`config.mk`:
```
export PLATFORM = sky130hd
export DESIGN_NAME = fifo_axis_packetizer
export DESIGN_NICKNAME = d
export VERILOG_FILES = /design/src/rtl/fifo_pkg.sv /design/src/rtl/axis_out_reg.sv /design/src/rtl/fifo_axis_packetizer.sv
export SDC_FILE = /design/constraint.sdc
export NUM_CORES = 1
export LEC_CHECK = 0
export ABC_CLOCK_PERIOD_IN_PS = 14900
export CAP_MARGIN = 20
export CORE_MARGIN = 10
export CORE_UTILIZATION = 51
export CTS_CLUSTER_DIAMETER = 200
export DETAILED_ROUTE_END_ITERATION = 12
export GPL_TIMING_DRIVEN = 1
export PLACE_DENSITY = 0.84
export SYNTH_ARGS = -nofsm -noshare
export SYNTH_HDL_FRONTEND = slang
export SYNTH_SLANG_ARGS = --single-unit
```
`constraint.sdc`:
```
create_clock -name clk -period 14.9 [get_ports clk]
set_clock_uncertainty 0.15 [all_clocks]
set_input_delay 4.47 -clock clk [delete_from_list [all_inputs] [get_ports clk]]
set_output_delay 4.47 -clock clk [all_outputs]
set_load 0.01 [all_outputs]
```
`src/rtl/fifo_pkg.sv`:
```
// Shared constants and helpers for the sync FIFO family and its stream packetizer.
package fifo_pkg;

    localparam int unsigned PKT_DWIDTH_DEF  = 32'd32;
    localparam int unsigned PKT_MAX_LEN_DEF = 32'd64;
    localparam int unsigned PKT_TIMEOUT_DEF = 32'd256;

    // Why the held word left the hold register this cycle.
    typedef enum logic [1:0] {
        REL_NONE  = 2'd0,
        REL_LEN   = 2'd1,
        REL_DATA  = 2'd2,
        REL_FLUSH = 2'd3
    } rel_cause_e;

    // A requested length of 0 means single-beat packets; anything above the
    // maximum is limited to the maximum.
    function automatic int unsigned clamp_pkt_len(input int unsigned len,
                                                  input int unsigned max_len);
        int unsigned res;
        if (len == 32'd0) begin
            res = 32'd1;
        end else if (len > max_len) begin
            res = max_len;
        end else begin
            res = len;
        end
        return res;
    endfunction

    // Bits needed to hold a counter that counts up to max_val inclusive.
    function automatic int unsigned cnt_width(input int unsigned max_val);
        int unsigned res;
        res = $clog2(max_val + 32'd1);
        if (res == 32'd0) begin
            res = 32'd1;
        end
        return res;
    endfunction

endpackage

```
`src/rtl/axis_out_reg.sv`:
```
// AXI4-Stream output register stage. A new beat may be loaded whenever the
// stage is free (empty, or its current beat is being accepted); otherwise the
// presented beat is held stable until the sink takes it.
module axis_out_reg #(
    parameter int DWIDTH = 32
) (
    input  logic              clk,
    input  logic              rst,
    input  logic              load,
    input  logic [DWIDTH-1:0] load_data,
    input  logic              load_last,
    input  logic              tready,
    output logic [DWIDTH-1:0] tdata,
    output logic              tvalid,
    output logic              tlast,
    output logic              free
);

    logic load_ok_s;

    assign free      = !tvalid | tready;
    assign load_ok_s = load & free;

    // Output beat register: load when free, drop valid after acceptance, else hold.
    always_ff @(posedge clk or posedge rst) begin
        if (rst) begin
            tdata  <= {DWIDTH{1'b0}};
            tvalid <= 1'b0;
            tlast  <= 1'b0;
        end else if (load_ok_s) begin
            tdata  <= load_data;
            tvalid <= 1'b1;
            tlast  <= load_last;
        end else if (tready) begin
            tvalid <= 1'b0;
            tlast  <= 1'b0;
        end else begin
            tdata  <= tdata;
            tvalid <= tvalid;
            tlast  <= tlast;
        end
    end

endmodule

```
`src/rtl/fifo_axis_packetizer.sv`:
```
// Drains a first-word-fall-through FIFO into an AXI4-Stream master with tlast
// framing. One word is kept in a hold register so that a packet can always be
// closed on a real data beat: either the length-th beat of the packet, or the
// held word after the FIFO has stayed empty for TIMEOUT cycles.
module fifo_axis_packetizer
    import fifo_pkg::*;
#(
    parameter int DWIDTH      = PKT_DWIDTH_DEF,
    parameter int MAX_PKT_LEN = PKT_MAX_LEN_DEF,
    parameter int TIMEOUT     = PKT_TIMEOUT_DEF
) (
    input  logic                               clk,
    input  logic                               rst,
    input  logic [DWIDTH-1:0]                  fifo_rd_data,
    input  logic                               fifo_rd_empty,
    output logic                               fifo_rd_en,
    input  logic [$clog2(MAX_PKT_LEN+1)-1:0]   cfg_pkt_len,
    output logic [DWIDTH-1:0]                  m_axis_tdata,
    output logic                               m_axis_tvalid,
    input  logic                               m_axis_tready,
    output logic                               m_axis_tlast,
    output logic                               pkt_done,
    output logic [31:0]                        stat_pkt_cnt,
    output logic [15:0]                        stat_flush_cnt
);

    localparam int LW = $clog2(MAX_PKT_LEN + 1);
    localparam int IW = cnt_width(TIMEOUT);

    localparam logic [IW-1:0] IDLE_LIMIT = IW'(TIMEOUT);
    localparam logic [IW-1:0] IDLE_ONE   = IW'(1'b1);
    localparam logic [LW-1:0] BEAT_ONE   = LW'(1'b1);
    localparam logic [LW-1:0] BEAT_ZERO  = {LW{1'b0}};

    // Hold stage
    logic [DWIDTH-1:0] hold_data_r;
    logic              hold_vld_r;

    // Packet framing state
    logic [LW-1:0]     beat_cnt_r;
    logic [LW-1:0]     beat_cnt_nxt_s;
    logic [LW-1:0]     pkt_len_r;
    logic [IW-1:0]     idle_cnt_r;

    // Statistics
    logic [31:0]       pkt_cnt_r;
    logic [15:0]       flush_cnt_r;
    logic              pkt_done_r;

    // Release decision
    logic              o_free_s;
    logic              len_hit_s;
    logic              timeout_hit_s;
    rel_cause_e        rel_cause_s;
    logic              release_s;
    logic              rel_last_s;
    logic              rel_flush_s;
    logic              load_h_s;
    logic              accept_last_s;

    assign len_hit_s     = ((beat_cnt_r + BEAT_ONE) == pkt_len_r);
    assign timeout_hit_s = (TIMEOUT != 32'sd0) && (idle_cnt_r == IDLE_LIMIT);

    // Pick why (if at all) the held word moves to the output stage; a
    // length-terminated packet wins over a pending flush.
    always_comb begin
        rel_cause_s = REL_NONE;
        if (hold_vld_r && o_free_s) begin
            if (len_hit_s) begin
                rel_cause_s = REL_LEN;
            end else if (!fifo_rd_empty) begin
                rel_cause_s = REL_DATA;
            end else if (timeout_hit_s) begin
                rel_cause_s = REL_FLUSH;
            end else begin
                rel_cause_s = REL_NONE;
            end
        end else begin
            rel_cause_s = REL_NONE;
        end
    end

    // Decode the release cause into the control strobes for the output stage.
    always_comb begin
        release_s   = 1'b0;
        rel_last_s  = 1'b0;
        rel_flush_s = 1'b0;
        case (rel_cause_s)
            REL_LEN: begin
                release_s  = 1'b1;
                rel_last_s = 1'b1;
            end
            REL_DATA: begin
                release_s  = 1'b1;
            end
            REL_FLUSH: begin
                release_s   = 1'b1;
                rel_last_s  = 1'b1;
                rel_flush_s = 1'b1;
            end
            default: begin
                release_s   = 1'b0;
                rel_last_s  = 1'b0;
                rel_flush_s = 1'b0;
            end
        endcase
    end

    // Pop only into an empty or simultaneously draining hold register; nothing is popped in reset.
    assign load_h_s   = !rst && !fifo_rd_empty && (!hold_vld_r || release_s);
    assign fifo_rd_en = load_h_s;

    assign accept_last_s = m_axis_tvalid && m_axis_tready && m_axis_tlast;

    // Beat position after this edge: a tlast release closes the packet.
    always_comb begin
        beat_cnt_nxt_s = beat_cnt_r;
        if (release_s) begin
            if (rel_last_s) begin
                beat_cnt_nxt_s = BEAT_ZERO;
            end else begin
                beat_cnt_nxt_s = beat_cnt_r + BEAT_ONE;
            end
        end else begin
            beat_cnt_nxt_s = beat_cnt_r;
        end
    end

    // Hold register: refill from the FIFO, or empty out when its word is released.
    always_ff @(posedge clk or posedge rst) begin
        if (rst) begin
            hold_data_r <= {DWIDTH{1'b0}};
            hold_vld_r  <= 1'b0;
        end else if (load_h_s) begin
            hold_data_r <= fifo_rd_data;
            hold_vld_r  <= 1'b1;
        end else if (release_s) begin
            hold_data_r <= hold_data_r;
            hold_vld_r  <= 1'b0;
        end else begin
            hold_data_r <= hold_data_r;
            hold_vld_r  <= hold_vld_r;
        end
    end

    // Beat counter within the current packet.
    always_ff @(posedge clk or posedge rst) begin
        if (rst) begin
            beat_cnt_r <= BEAT_ZERO;
        end else begin
            beat_cnt_r <= beat_cnt_nxt_s;
        end
    end

    // Latch the packet length when the first word of a new packet enters the
    // hold register, so mid-packet configuration changes apply to the next packet.
    always_ff @(posedge clk or posedge rst) begin
        if (rst) begin
            pkt_len_r <= BEAT_ZERO;
        end else if (load_h_s && (beat_cnt_nxt_s == BEAT_ZERO)) begin
            pkt_len_r <= LW'(clamp_pkt_len(32'(cfg_pkt_len), 32'(MAX_PKT_LEN)));
        end else begin
            pkt_len_r <= pkt_len_r;
        end
    end

    // Idle timer for the held word; it stops at the limit while the output is blocked.
    always_ff @(posedge clk or posedge rst) begin
        if (rst) begin
            idle_cnt_r <= {IW{1'b0}};
        end else if (load_h_s || release_s) begin
            idle_cnt_r <= {IW{1'b0}};
        end else if (hold_vld_r && (idle_cnt_r != IDLE_LIMIT)) begin
            idle_cnt_r <= idle_cnt_r + IDLE_ONE;
        end else begin
            idle_cnt_r <= idle_cnt_r;
        end
    end

    // Packet counter (wrapping) and completion pulse on each accepted tlast beat.
    always_ff @(posedge clk or posedge rst) begin
        if (rst) begin
            pkt_cnt_r  <= 32'd0;
            pkt_done_r <= 1'b0;
        end else if (accept_last_s) begin
            pkt_cnt_r  <= pkt_cnt_r + 32'd1;
            pkt_done_r <= 1'b1;
        end else begin
            pkt_cnt_r  <= pkt_cnt_r;
            pkt_done_r <= 1'b0;
        end
    end

    // Saturating count of packets closed by the idle timeout.
    always_ff @(posedge clk or posedge rst) begin
        if (rst) begin
            flush_cnt_r <= 16'd0;
        end else if (rel_flush_s && (flush_cnt_r != 16'hFFFF)) begin
            flush_cnt_r <= flush_cnt_r + 16'd1;
        end else begin
            flush_cnt_r <= flush_cnt_r;
        end
    end

    axis_out_reg #(
        .DWIDTH (DWIDTH)
    ) u_out (
        .clk       (clk),
        .rst       (rst),
        .load      (release_s),
        .load_data (hold_data_r),
        .load_last (rel_last_s),
        .tready    (m_axis_tready),
        .tdata     (m_axis_tdata),
        .tvalid    (m_axis_tvalid),
        .tlast     (m_axis_tlast),
        .free      (o_free_s)
    );

    assign pkt_done       = pkt_done_r;
    assign stat_pkt_cnt   = pkt_cnt_r;
    assign stat_flush_cnt = flush_cnt_r;

endmodule

```
Word level (Yosys, flattened, before mapping)
Index checks and enable logic that the tools add are counted.
Operators by class
  add/subtract/negate cells: 4
  $mul: 0
  div/mod/pow operators: 0
  magnitude comparators: 1
  equality and inequality tests: 7
  shift operators: 0
  mux-type cells: 19
  bitwise operators: 2
  reductions and logical operators: 21
Operators by type and width (count)
  $add A32 B1 Y32 const B: 1
  $mux W7: 4
  $mux W9: 2
  $add A16 B1 Y16 const B: 1
  $ne A16 B16 Y1 const B: 1
  $logic_not A7 Y1: 2
  $add A9 B1 Y9 const B: 1
  $eq A9 B9 Y1 const B: 1
  $mux W1: 9
  $ne A9 B9 Y1 const B: 1
  $logic_and A1 B1 Y1: 8
  $mux W2: 4
  $add A7 B1 Y7 const B: 1
  $eq A7 B7 Y1: 1
  $gt A7 B7 Y1 const B: 1
  $reduce_bool A2 Y1: 3
  $eq A2 B2 Y1 const B: 2
  $logic_not A1 Y1: 4
  $reduce_or A3 Y1: 1
  $eq A2 B1 Y1 const B: 1
  $logic_or A1 B1 Y1: 2
  $reduce_or A2 Y1: 1
  $and A1 B1 Y1: 1
  $or A1 B1 Y1: 1
Word-level totals
  flip-flop bits (word level): 139
  bits in latches: 0
  RAM bits: 0
  ROM bits: 0
  bits of input ports: 43
  output and inout bits: 84
  logic and storage cells: 65
  memories kept: 0

Logic depth before layout (Yosys ltp)
Gate-level depths: netlist (run 1).
  depth after elaboration: 12
  depth in mapped cells: 10
  gate-level depth less buffers: 10

Cells and area by module
From an unflattened synthesis (run 1), not the netlist that was laid out.
Second synthesis, totals
  cell total of the unflattened synthesis: 578
  area, all modules: 6353.6 µm²
By module, submodules not included
  fifo_axis_packetizer: instances 1, cells an instance 501, area an instance 4911.0 µm², sequential area each 2627.5 µm²
  axis_out_reg: instances 1, cells an instance 77, area an instance 1442.6 µm², sequential area each 850.8 µm²

Least setup slack after synthesis (run 1)
OpenSTA, ideal clock, no wires.
  kind: input port to output port
  start: in rst
  end: out fifo_rd_en
  arrival time: 8748 ps
  required time: 10280 ps
  setup slack: 1532 ps
  cell stages on the path: 4
  buffers on the path: 1
  path through: inv_1 nand3_1 clkinv_1 clkbuf_1
Between the ends
  cells in the longest elaborated chain, start to end: 3
Ends and longest elaborated chain
  start, declared: line fifo_axis_packetizer.sv:13  | input logic rst,
  $logic_not A1 Y1 (no source line)
  $logic_and A1 B1 Y1 (2 in a row): line fifo_axis_packetizer.sv:110  | assign load_h_s = !rst && !fifo_rd_empty && (!hold_vld_r || release_s);
  end, declared: line fifo_axis_packetizer.sv:16  | output logic fifo_rd_en,
Every way passes these cells.

Final worst setup path (run 1)
Ends and elaborated chain as after synthesis.

==> impl_metrics.toml, run 1 <==
[clocking]
clk_latency_ps = 420
clock_sinks = 139
hold_buffers = 0
cts_tree = "built"
cts_buffers = 17
post_cts_buffers = 0
cts-resized-gates = 0
cts_root_buf = "clkbuf_16"
clockBufferDepth = 2
htree_levels = 4
clk_pin_slew_ps = 60

[logic_synthesis]
synth.ff_latch_count = 139
yosys.area_share.simple = 0.1910
synth.avg_cell_area_um2 = 10.80
async_reset_ff_frac = 1.000
synth_edf_count = 0
syn_nets = 607
ys_types = 43
synthFlopType = "dfrtp_1"
muxShareOfSynthArea = 0.06842
synth_top_family_by_area = "simple AND/OR/NAND/NOR gates"
synth_xor_area_frac = 0.09724
synth-seq-area-share = 0.5764
syn_area_mm2 = 0.006035
synth_fa_ha_area_frac = 0.01037
synth_compound_area_frac = 0.03608
synth_cells = 559
yosysWarningCount = 0

[global_route]
grt-ovfl-total = 0
track_usage = 0.1761
grt_start_max_net_pins = 79
grt_pass1_vias = 4796
antenna_found_initial = 0
grt_pass1_wl_mm = 23.47

[sta]
relSlewSlack = 0.4865
rsz0062_at_grt = "false"
layout_min_cycle_time_ps = 11280
maxSlewViolCount = 0
setup-violations-final = 0
finalCritPeriodShare = 0.7567
worst_slew_pin_slew_ps = 770.3
clock.fmax_ghz = 0.08869
setup_tns_ps = 0
hold_violations = 0

[worst_setup_path]
crit_top_cell = "clkdlybuf4s50_1"
criticalPathCategory = "in2out"
worstPathRequired_ps = 10280
path_cells = "clkdlybuf4s50_1, inv_6, nand3_1, buf_4, clkinv_1, clkdlybuf4s50_1"
cp.arrival_ps = 6660
ff2ff_setup_slack_ps = 11510
critical_path_peak_fanout = 78
r2r-end = "stat_flush_cnt[1]$_DFFE_PP0P_"
cpPeakStageDelay_ps = 550
end_kind = "primary output"
critical-path-slowest-cell = "inv_6"
worst_r2r_startpoint = "beat_cnt_r[0]$_DFF_PP0_"
r2r_cells = 8
worstSetupStartpointType = "primary input"

[placement]
gp_congestion = 0.8481
place_area_mm2 = 0.007446
dpl.cell_count = 815
io_buffers = 126
dp_hpwl_mm = 10.06

[power_and_ir_drop]
pwr-share-seq = 0.396
p_int_uw = 951.9
power_frac_comb = 0.268
vdd_drop_max_mv = 0.1105
p_sw_frac = 0.2946
power_density_mw_per_mm2 = 166.8
p_leak_uw = 0.003733
total_power_uw = 1349
pwr-share-clk = 0.336
p_sw_uw = 397.6

[detailed_routing]
via_count = 4535
wire_per_inst_um = 17.00
vias_per_cell = 5.354
drc_errors = 0
ant_nets = 0
drt-initial-drc-count = 208
drt-total-wl_mm = 14.40
firstDrtPassIters = 5

[die]
chipHeight_um = 128.8
ios = 127
die-area_mm2 = 0.01658
initial_core_util = 0.5240
die_w_um = 128.8
rows = 39
core_mm2 = 0.01152

[worst_hold_path]
min_from = "hold_data_r[8]$_DFFE_PP0P_"
hold_depth = 2
hold_end = "hold_data_r[8]$_DFFE_PP0P_"
hold_class = "reg2reg"

[cells_and_area]
area_growth_syn_to_layout_pct = 34.05
antennaDiodeCount = 0
final_cells = 847
final_util = 0.7024
drive_gt1_frac = 0.1165
stdcell_area_mm2 = 0.008089
fin_nets = 739

[job]
cap_violations = 0

[status]
status = "finished clean"
final cells by class:
cell class	instances	area [um^2]
flip-flops and latches	139	3478
fillers	824	3427
multi-input cells	389	2440
repair buffers	130	1291
clock buffers	19	452.9
clock inverters	13	190.2
well taps	143	178.9
inverters	14	57.56
critical path, delay by kind of cell:
kind	cells	cell delay, ps
and+or+nand+nor	1	160
buffers and inverters	5	1990
layout by cell type, fill, tap and decap left out, types with 2 or more instances in the layout:
cell type,instances
ha_1,5
and4_1,4
nand3_1,21
nor4_1,7
xor2_1,27
clkbuf_8,2
mux2_2,34
bufinv_16,4
inv_1,12
nor2_1,37
clkdlybuf4s50_1,126
a22o_1,6
clkinvlp_4,4
clkinv_4,2
clkbuf_16,17
and2_1,2
nor3b_1,2
inv_6,3
nand2_1,133
buf_4,4
xnor2_1,40
dfrtp_1,139
o21ai_0,3
nand2b_1,3
and3_1,10
or3_1,2
nor4b_1,3
mux2_4,2
nand4_1,16
nor3_1,6
a21oi_1,9
metrics by stage:
| stage | setup slack (ps) | hold WS (ps) |
|---|---|---|
| floorplan | 1532 | 291.7 |
| global placement | 3648 | 303.6 |
| detailed placement | 3589 | 308.7 |
| CTS | 3572 | 323.1 |
| global route | 3451 | 346.3 |
| finish | 3625 | 318.7 |
power by group through the flow:
| stage | Sequential, uW | Combinational (uW) | Clock (uW) |
|---|---|---|---|
| 2_1_floorplan | 536 | 202 | 0 |
| 5_1_grt | 545 | 395 | 475 |
| 3_3_place_gp | 533 | 351 | 0 |
| 4_1_cts | 533 | 366 | 458 |
| 6_report | 534 | 362 | 453 |
| 3_5_place_dp | 537 | 363 | 0 |
routing by layer:
| metal | track usage | vias to the layer above | wire length, um |
|---|---|---|---|
| met5 | 0 | - | 0 |
| met4 | 0.06689 | 0 | 153 |
| met3 | 0.06366 | 14 | 1023 |
| met2 | 0.2979 | 142 | 7374 |
| met1 | 0.2005 | 2240 | 5843 |
| li1 | - | 2139 | - |
cell usage after synthesis (2+ instances only):
| cell type | number | area, um^2 |
|---|---|---|
| or3_1 | 2 | 12.51 |
| nor4_1 | 7 | 43.79 |
| dfrtp_1 | 139 | 3478 |
| nand3_1 | 21 | 105.1 |
| and2_1 | 2 | 12.51 |
| inv_1 | 13 | 48.80 |
| and3_1 | 10 | 62.56 |
| ha_1 | 5 | 62.56 |
| and4_1 | 4 | 35.03 |
| nor3_1 | 6 | 30.03 |
| nand2b_1 | 3 | 18.77 |
| nand2_1 | 133 | 499.2 |
| a22o_1 | 6 | 52.55 |
| nor4b_1 | 3 | 26.28 |
| nand4_1 | 16 | 100.1 |
| xor2_1 | 27 | 236.5 |
| a21oi_1 | 9 | 45.04 |
| o21ai_0 | 3 | 15.01 |
| nor3b_1 | 2 | 15.01 |
| mux2_2 | 34 | 382.9 |
| buf_2 | 6 | 30.03 |
| nor2_1 | 37 | 138.9 |
| mux2_4 | 2 | 30.03 |
| clkbuf_1 | 11 | 41.29 |
| xnor2_1 | 40 | 350.3 |
how the worst max path moves through the flow:
stage / start / endpoint / slack (ps)
global route: rst / fifo_rd_en / 3450
CTS: rst / fifo_rd_en / 3570
detailed placement: rst / fifo_rd_en / 3590
global placement: rst / fifo_rd_en / 3650
floorplan: rst / fifo_rd_en / 1530
finish: rst / fifo_rd_en / 3620
cell families after synthesis:
| family | Yosys count |
|---|---|
| buffers and inverters | 31 |
| AO/OA/AOI/OAI | 30 |
| flip-flops | 139 |
| adder cells (fa/ha/maj) | 5 |
| AND/OR/NAND/NOR | 251 |
| multiplexers | 36 |
| XOR/XNOR | 67 |
state kept, by name, indices dropped and copies added, names as in the netlist, 7 cells and up:
name and cells:
hold_data_r 32, stat_pkt_cnt 32, u_out.tdata 32, stat_flush_cnt 16, idle_cnt_r 9, beat_cnt_r 7, pkt_len_r 7
Note: power is estimated with default switching activity, not from simulation.
==> run 2: changes to the inputs <==
--- a/config.mk
+++ b/config.mk
@@ -5,14 +5,14 @@
 export SDC_FILE = /design/constraint.sdc
 export NUM_CORES = 1
 export LEC_CHECK = 0
-export ABC_CLOCK_PERIOD_IN_PS = 14900
+export ABC_CLOCK_PERIOD_IN_PS = 9300
 export CAP_MARGIN = 20
 export CORE_MARGIN = 10
-export CORE_UTILIZATION = 51
+export CORE_UTILIZATION = 46
 export CTS_CLUSTER_DIAMETER = 200
 export DETAILED_ROUTE_END_ITERATION = 12
 export GPL_TIMING_DRIVEN = 1
-export PLACE_DENSITY = 0.84
+export PLACE_DENSITY = 0.8
 export SYNTH_ARGS = -nofsm -noshare
 export SYNTH_HDL_FRONTEND = slang
 export SYNTH_SLANG_ARGS = --single-unit
==> constraint.sdc (replaced) <==
create_clock -name clk -period 9.3 [get_ports clk]
set_clock_uncertainty 0.15 [all_clocks]
set_input_delay 2.79 -clock clk [delete_from_list [all_inputs] [get_ports clk]]
set_output_delay 2.79 -clock clk [all_outputs]
set_load 0.01 [all_outputs]
==> run 2 against run 1 <==
  * Via count is 1.3% lower
  * Routed wire length is 2.1% lower
  * Combinational power is 60% higher
  * Clock power grew 46%
  * Cell area down 0.37%
  * Sequential share of layout area rose by 0.16 points
  * Critical path type unchanged
  * Largest power group unchanged
==> impl_metrics.toml, run 2 (synthesis gave the netlist of run 1 again) <==
[status]
status = "finished clean"

[power_and_ir_drop]
power_density_mw_per_mm2 = 260.6
p_sw_frac = 0.2937
p_sw_uw = 616.8
p_int_uw = 1483
pwr-share-clk = 0.315
vdd_drop_max_mv = 0.1463
p_leak_uw = 0.003716
pwr-share-seq = 0.409
power_frac_comb = 0.276

[detailed_routing]
vias_per_cell = 5.122
drc_errors = 0
drt-initial-drc-count = 190
via_count = 4477
ant_nets = 0
firstDrtPassIters = 4
wire_per_inst_um = 16.12
drt-total-wl_mm = 14.09

[cells_and_area]
fin_nets = 740
stdcell_area_mm2 = 0.008059
fill_cells = 1057
antennaDiodeCount = 0
layout_common_cells = "dfrtp_1, nand2_1, clkdlybuf4s50_1"
area_growth_syn_to_layout_pct = 33.55
drive_gt1_frac = 0.1111
final_common_cell = "dfrtp_1"

[worst_setup_path]
worstSetupStartpointType = "primary input"
cpPeakStageDelay_ps = 590
worst_r2r_startpoint = "beat_cnt_r[0]$_DFF_PP0_"
critical-path-slowest-cell = "clkdlybuf4s50_1"
path_cells = "clkdlybuf4s50_1, inv_1, nand3_1, clkinv_1, clkdlybuf4s50_1"
crit_family = "buffers and inverters"
crit_start = "fifo_rd_empty"
cp.arrival_ps = 4240
crit_top_cell = "clkdlybuf4s50_1"
critical_path_buf_inv_count = 4
ff2ff_setup_slack_ps = 5950
criticalPathCategory = "in2out"
end_kind = "primary output"
critical_path_peak_fanout = 6
worstPathRequired_ps = 6360

[global_route]
global_route.usage.met2 = 0.2545
met1_usage = 0.1895
antenna_found_initial = 0
grt_pass1_wl_mm = 23.50
grt_start_max_net_pins = 74
grt_pass1_vias = 4782
grtUsageMet3 = 0.05638
busiest_layer = "met2"
track_usage = 0.1593
grt-ovfl-total = 0

[sta]
setup_tns_ps = 0
relSlewSlack = 0.3990
clock.fmax_ghz = 0.1392
finalCritPeriodShare = 0.7723
hold_violations = 0
worst_slew_pin_slew_ps = 901.6
setup-violations-final = 0
rsz0062_at_grt = "false"
layout_min_cycle_time_ps = 7182
maxSlewViolCount = 0

[clocking]
cts-resized-gates = 0
clk_latency_ps = 410
cts_root_buf = "clkbuf_16"
cts_tree = "built"
clockBufferDepth = 2
clock_sinks = 139
clk_pin_slew_ps = 60
htree_levels = 4
hold_buffers = 0
cts_buffers = 17
post_cts_buffers = 0

[die]
chipHeight_um = 134.5
die-area_mm2 = 0.01810
rows = 41
core_mm2 = 0.01272
initial_core_util = 0.4743
ios = 127
die_w_um = 134.5

[placement]
dp_hpwl_mm = 9.996
gp_congestion = 0.8451
place_area_mm2 = 0.007488
io_buffers = 126

[job]
cap_violations = 0

[worst_hold_path]
min_from = "hold_data_r[11]$_DFFE_PP0P_"
hold_class = "reg2reg"
## run 2: changes by cell type in the layout (fill, tap and decap cells not counted), moves of 2 or more
cell,delta
clkinvlp_4,-3
inv_6,-3
clkbuf_1,+2
clkinv_2,+4
## run 2: layer usage
metal | wire, um | part of all wire
met1 | 6109 | 0.43
met4 | 250 | 0.018
met2 | 6811 | 0.48
met3 | 917 | 0.065
met5 | 0 | 0
## run 2: power groups by stage
stage | Combinational [uW] | Sequential (uW) | Clock, uW
floorplan | 324 | 858 | 0
global placement | 563 | 855 | 0
detailed placement | 584 | 864 | 0
CTS | 590 | 857 | 676
global route | 634 | 875 | 703
finish | 580 | 858 | 662
## run 2: layout make-up
type | instances | area [um^2] | share of cell area
well taps | 172 | 215.2 | 0.02670
repair buffers | 131 | 1299 | 0.1612
multi-input cells | 389 | 2440 | 0.3027
flip-flops and latches | 139 | 3478 | 0.4316
clock buffers | 20 | 446.7 | 0.05543
inverters | 14 | 56.30 | 0.006986
clock inverters | 9 | 123.9 | 0.01537
## run 2: worst register-to-register path: cells and delay by family, from the launching register on
kind	cells	cell delay [ps]
AND/OR/NAND/NOR	5	1500
flip-flops	1	490
multiplexers	1	400
adder cells (fa/ha/maj)	1	380
AO/OA/AOI/OAI	1	310
## run 2: final timing paths
kind,to,cells past startpoint
max,fifo_rd_en,5
min,hold_data_r[11]$_DFFE_PP0P_,2
max reg2reg,stat_flush_cnt[1]$_DFFE_PP0P_,8
min reg2reg,hold_data_r[11]$_DFFE_PP0P_,2
max in group asynchronous,hold_data_r[16]$_DFFE_PP0P_,4
min in group asynchronous,idle_cnt_r[2]$_DFFE_PP0P_,3
## run 2: through the flow
stage	utilization	hold slack, ps	std cells	worst slack, ps	power [uW]
after global placement	0.5886	303.3	845	2096	1418
after floorplan	-	291.7	559	303.4	1182
after global routing	0.6335	349.5	874	1989	2212
after CTS	0.6335	322.9	874	2099	2123
final	0.6335	318.8	874	2118	2100
after detailed placement	0.5886	308.9	845	2116	1448
